--- src/rtl/rbm_main.sv ---
// Stochastic RBM inference engine: serial hidden neuron (784 pixels + bias) and serial class neuron (441 + bias).
// Optional DETERMINISTIC_EN: sample = (sum >= 0) instead of sigmoid probability vs LFSR.
module rbm_main #(
   parameter int unsigned W_WIDTH    = 12,
   parameter int unsigned ACC_WIDTH  = 22,
   parameter int unsigned APPROX_LSB = 4,
   parameter logic [15:0] LFSR_SEED  = 16'hACE1
) (
   input  logic               clock,
   input  logic               reset,
   input  logic [W_WIDTH-1:0] Hvalue,
   input  logic [9:0]         pixel_id,
   input  logic               pixel,
   input  logic               hidden_switch,
   input  logic               enable_hidden,
   input  logic               enable_classi,
   input  logic [W_WIDTH-1:0] Cvalue,
   input  logic [8:0]         hidden_id,
   input  logic               hidden_pixel,
   output logic               hidden,
   output logic               hidden_finish,
   output logic               spike,
   output logic               finish
);

   localparam int unsigned EXT_W = ACC_WIDTH - W_WIDTH;
   localparam logic [9:0]  HID_BIAS_ID = 10'd784;
   localparam logic [8:0]  CLS_BIAS_ID = 9'd441;
   localparam logic [ACC_WIDTH-1:0] APPROX_MASK = ~ACC_WIDTH'((32'd1 << APPROX_LSB) - 32'd1);

   logic [15:0]                 lfsr_q, lfsr_d;
   logic signed [ACC_WIDTH-1:0] acc_h_q, acc_h_d, acc_c_q, acc_c_d;
   logic                        hidden_q, hidden_d, hidden_finish_q, hidden_finish_d;
   logic                        spike_q, spike_d, finish_q, finish_d;

   logic signed [ACC_WIDTH-1:0] term_h, sum_raw_h, sum_h, term_c, sum_c;
   logic                        samp_h, samp_c;

   // Gated, sign-extended terms and running sums; the hidden sum may drop its low bits.
   assign term_h    = pixel ? {{EXT_W{Hvalue[W_WIDTH-1]}}, Hvalue} : '0;
   assign term_c    = hidden_pixel ? {{EXT_W{Cvalue[W_WIDTH-1]}}, Cvalue} : '0;
   assign sum_raw_h = acc_h_q + term_h;
   assign sum_h     = hidden_switch ? sum_raw_h : (sum_raw_h & APPROX_MASK);
   assign sum_c     = acc_c_q + term_c;

`ifdef DETERMINISTIC_EN
   assign samp_h = ~sum_h[ACC_WIDTH-1];
   assign samp_c = ~sum_c[ACC_WIDTH-1];
`else
   localparam logic signed [ACC_WIDTH-1:0] SIG_HI = ACC_WIDTH'(1024);
   localparam logic signed [ACC_WIDTH-1:0] SIG_LO = ACC_WIDTH'(-1024);

   // Piecewise-linear sigmoid on Q4.8: 128 + x*32, clipped at |x| >= 4.
   function automatic logic [7:0] sigmoid(input logic signed [ACC_WIDTH-1:0] s);
      logic signed [ACC_WIDTH-1:0] lin;
      lin = (s >>> 3) + ACC_WIDTH'(128);
      if (s <= SIG_LO) return 8'd0;
      if (s >= SIG_HI) return 8'hFF;
      return 8'(lin);
   endfunction

   assign samp_h = lfsr_q[7:0] < sigmoid(sum_h);
   assign samp_c = lfsr_q[7:0] < sigmoid(sum_c);
`endif

   // Index-driven restart / accumulate / fire for both neurons.
   always_comb begin
      lfsr_d          = {lfsr_q[14:0], lfsr_q[15] ^ lfsr_q[13] ^ lfsr_q[12] ^ lfsr_q[10]};
      acc_h_d         = acc_h_q;
      hidden_d        = hidden_q;
      hidden_finish_d = 1'b0;
      acc_c_d         = acc_c_q;
      spike_d         = spike_q;
      finish_d        = 1'b0;

      if (enable_hidden) begin
         if (pixel_id == '0) begin
            acc_h_d = term_h;
         end else if (pixel_id < HID_BIAS_ID) begin
            acc_h_d = sum_h;
         end else if (pixel_id == HID_BIAS_ID) begin
            hidden_d        = samp_h;
            hidden_finish_d = 1'b1;
         end
      end

      if (enable_classi) begin
         if (hidden_id == '0) begin
            acc_c_d = term_c;
         end else if (hidden_id < CLS_BIAS_ID) begin
            acc_c_d = sum_c;
         end else if (hidden_id == CLS_BIAS_ID) begin
            spike_d  = samp_c;
            finish_d = 1'b1;
         end
      end
   end

   always_ff @(posedge clock or negedge reset) begin
      if (!reset) begin
         lfsr_q          <= LFSR_SEED;
         acc_h_q         <= '0;
         hidden_q        <= 1'b0;
         hidden_finish_q <= 1'b0;
         acc_c_q         <= '0;
         spike_q         <= 1'b0;
         finish_q        <= 1'b0;
      end else begin
         lfsr_q          <= lfsr_d;
         acc_h_q         <= acc_h_d;
         hidden_q        <= hidden_d;
         hidden_finish_q <= hidden_finish_d;
         acc_c_q         <= acc_c_d;
         spike_q         <= spike_d;
         finish_q        <= finish_d;
      end
   end

   assign hidden        = hidden_q;
   assign hidden_finish = hidden_finish_q;
   assign spike         = spike_q;
   assign finish        = finish_q;

endmodule

--- config.mk ---
export PLATFORM = sky130hd
export DESIGN_NAME = rbm_main
export DESIGN_NICKNAME = d
export VERILOG_FILES = /design/src/rtl/rbm_main.sv
export SDC_FILE = /design/constraint.sdc
export NUM_CORES = 1
export LEC_CHECK = 0
export ABC_AREA = 1
export BUFFER_PORTS_ARGS = -buffer_cell sky130_fd_sc_hd__buf_2
export CAP_MARGIN = 40
export CORE_AREA = 10 10 138 140
export CTS_BUF_LIST = sky130_fd_sc_hd__clkbuf_4 sky130_fd_sc_hd__clkbuf_8 sky130_fd_sc_hd__clkbuf_16
export CTS_CLUSTER_DIAMETER = 100
export DETAILED_ROUTE_END_ITERATION = 16
export DIE_AREA = 0 0 148 150
export GPL_ROUTABILITY_DRIVEN = 1
export SETUP_SLACK_MARGIN = 0.2
export SLEW_MARGIN = 20
export SYNTH_ARGS = -nofsm -noshare
export SYNTH_HDL_FRONTEND = slang
export SYNTH_SLANG_ARGS = --single-unit
--- constraint.sdc ---
create_clock -name clock -period 2.75 [get_ports clock]
set_input_delay 0.55 -clock clock [delete_from_list [all_inputs] [get_ports clock]]
set_output_delay 0.55 -clock clock [all_outputs]
set_load 0.01 [all_outputs]
==> metrics.csv <==
stage,metric,value,unit
outcome,outcome,finished with violations,
outcome,failing checks,setup timing,
worst_setup_path,FF-to-FF Start,acc_h_q[0]$_DFFE_PN0P_,
worst_setup_path,Worst EP required,3.04,ns
drt,overall routed net length,22500,um
floorplan,Initial Utilization,0.391,
logic_synthesis,Post-Syn Instances,1044,
final_layout,nets,1406,
sta,endpoints failing hold,0,
logic_synthesis,Cell variety after synth,41,
sta,final setup fails,2,
worst_setup_path,Most common cell on crit path,nand2_2,
cts,clock slew at reported path FFs,0.07,ns
place,Final Wtd Congestion,0.933,
logic_synthesis,Mapped Area,6390,um^2
sta,Clock Skews,0.0132,ns
final_layout,"most common cell after layout, fill and taps aside",nand2_1,
cts,clock sink count,64,
worst_setup_path,slowest cell delay on critical path,0.34,ns
global_routing,vias in the first global route,7361,
pwr,Peak VDD IR,0.000482,V
drt,detailed-route vias per instance,4.99,
worst_setup_path,startpoint types,input port,
sta,unrepaired setup endpoints after global routing,true,
pwr,Leakage,5.27,nW
drt,Residual DRC,0,
cts,CTS Hold Bufs,0,
logic_synthesis,Synth Area in Adders,0.116,
logic_synthesis,Synth Register Bits,64,
worst_setup_path,Reg2Reg Depth,25,
logic_synthesis,Most used DFF post-synth,dfrtp_1,
final_layout,utilization after layout,0.599,
worst_setup_path,slowest CP cell,fa_2,
logic_synthesis,Post-synth ARST share,1.00,
worst_setup_path,Setup crit end kind,flip-flop,
final_layout,diode count,0,
floorplan,Die H,150,um
final_layout,most frequent cells in the layout,"296 x nand2_1, 195 x buf_4, 139 x inv_1, 90 x nor2_1, 68 x nand2_2",
sta,Fin Setup TNS,-1.01,ns
logic_synthesis,Post-Syn Nets,1152,
floorplan,die area,22200,um^2
logic_synthesis,"Seq/Total Area, Yosys",0.252,
sta,Pins Over Slew Limit,0,
floorplan,DIE WIDTH,148,um
place,PortBufs,53,
drt,WL per Instance,14.8,um
logic_synthesis,Syn. warnings,0,
final_layout,P&R area growth vs syn,53.0,%
logic_synthesis,largest family of logic cells by synthesized area,simple AND/OR/NAND/NOR gates,
drt,post-route ant nets,0,
final_layout,final std cells w/o fill,1523,
drt,Detailed Route Iter0 Violations,517,
sta,Worst-Margin Slew,0.626,ns
logic_synthesis,compound-gate portion of the synthesized area,0.114,
sta,Tmin final,3.29,ns
floorplan,floorplan row count,47,
global_routing,initial antenna violation count,0,
place,pre-CTS WS,-1.22,ns
pwr,pwr dens,1110,nW/um^2
worst_setup_path,CP Class,in -> reg,
drt,via count,7601,
floorplan,I/O pins,54,
cts,Root Buffer,clkbuf_16,
sta,worst rel slew slack,0.583,
sta,post-route setup slack,-0.544,ns
sta,Hold Slack,0.215,ns
cts,TritonCTS clock tree,built,
place,placed insts,1489,
floorplan,core box area,16300,um^2
sta,final period utilization,1.20,
logic_synthesis,mux cell area share after synthesis,0,
logic_synthesis,Post-synth EDFFs,0,
logic_synthesis,Synth Area in XOR/XNOR,0.0149,
logic_synthesis,Yosys top cell by area,dfrtp_1,
global_routing,largest net degree at the start of global routing,29,
logic_synthesis,Post-Synth Simple-Gate Area,0.396,
cts,H-tree Lvls,3,
worst_setup_path,critical path data arrival time,3.59,ns
global_routing,grt total ovfl,0,
drt,DR pass1 iterations,7,
cts,CTS Buf Count,9,
final_layout,design area,9780,um^2
final_layout,share of cells above drive strength 1,0.396,
hold_path,Tightest Hold Check Type,in -> async,
sta,fmax,0.304,GHz
logic_synthesis,synth top area cells,"dfrtp_1 22%, nand2_1 21%, ha_1 11%",
place,placed cell areas,8350,um^2
global_routing,first-pass GRT wire length,34600,um
worst_setup_path,reg-to-reg endpoint,hidden$_DFFE_PN0P_,
cts,Max Root-Sink Buffers,2,
job,Max Cap Violations,0,
place,hpwl dp,17000,um
worst_setup_path,FF-to-FF setup slack,-0.40,ns
global_routing,total track usage,0.191,
logic_synthesis,Post-Syn Area per Cell,6.12,um^2
logic_synthesis,share of Yosys cell area claimed by the top area cell type,0.219,
worst_setup_path,Crit Path Max Fanout,8,
pwr,Tot Pwr,10.8,mW
cts,Skew-Pair Late Insertion Delay,0.35,ns
cells in the mapped netlist (8+ instances only):
cell,number
nand3_1,70
a21oi_1,78
dfstp_2,8
dfrtp_1,56
nor2_1,108
nand2_1,357
o21ai_0,27
nand2_2,18
ha_1,56
nand4_1,8
nor3_1,13
clkbuf_1,14
a31oi_1,11
inv_1,160
registers in the layout, summed over array words and instances (netlist names):
signal and cells:
acc_c_q 22, acc_h_q 22, lfsr_q 16, finish 1, hidden 1, hidden_finish 1
spike 1
layout make-up:
type                            count  area, um^2
Tap cell                          220         275
Timing Repair inverter              1        7.51
Inverter                          165         627
Timing Repair Buffer              257        1870
Sequential cell                    64        1610
Multi-Input combinational cell    800        5040
Clock buffer                       10         239
Fill cell                        1604        6560
Clock inverter                      6         115
kinds of logic after synthesis:
kind of cell	after synthesis
AOI/OAI and AO/OA	132
xor gates and xnor gates	10
adders and majority gates	58
buffers and inverters	180
DFF	64
and+or+nand+nor	600
power breakdown:
part           total, mW  switching [mW]  leakage (nW)  internal, mW
combinational       7.89            4.15          4.36          3.75
sequential          1.51           0.279         0.741          1.23
clock               1.43           0.513         0.169         0.917
total               10.8            4.94          5.27          5.89
worst max-delay path by stage:
stage	startpoint	to	slack, ns	cells past startpoint
detailed placement	pixel	hidden$_DFFE_PN0P_	-1.22	28
finish	pixel	hidden$_DFFE_PN0P_	-0.54	29
floorplan	pixel	hidden$_DFFE_PN0P_	-0.61	27
CTS	pixel	hidden$_DFFE_PN0P_	-0.57	28
global placement	pixel	hidden$_DFFE_PN0P_	-1.18	28
global route	pixel	hidden$_DFFE_PN0P_	-0.74	30
per-layer routing:
metal / vias up / track usage / share of wire
met3: 39 / 0.0236 / 0.044
met2: 180 / 0.342 / 0.50
li1: 3837 / - / -
met1: 3545 / 0.227 / 0.43
met4: 0 / 0.0798 / 0.025
met5: - / 0 / 0
what timing repair did:
| item | CTS | global route |
|---|---|---|
| resized for setup | 62 | 160 |
| cloned | 0 | 2 |
| setup buffers | 6 | 10 |
| endpoints found under the setup margin | 4 | 4 |
| pin swaps | 13 | 58 |
critical path, delay by kind of cell:
family                     cells  cell delay [ns]
AOI/OAI and AO/OA              2             0.40
adders and majority gates      3             0.65
buffers and inverters          7             0.64
and+or+nand+nor               17             1.34
(Power assumes the default switching activity.)
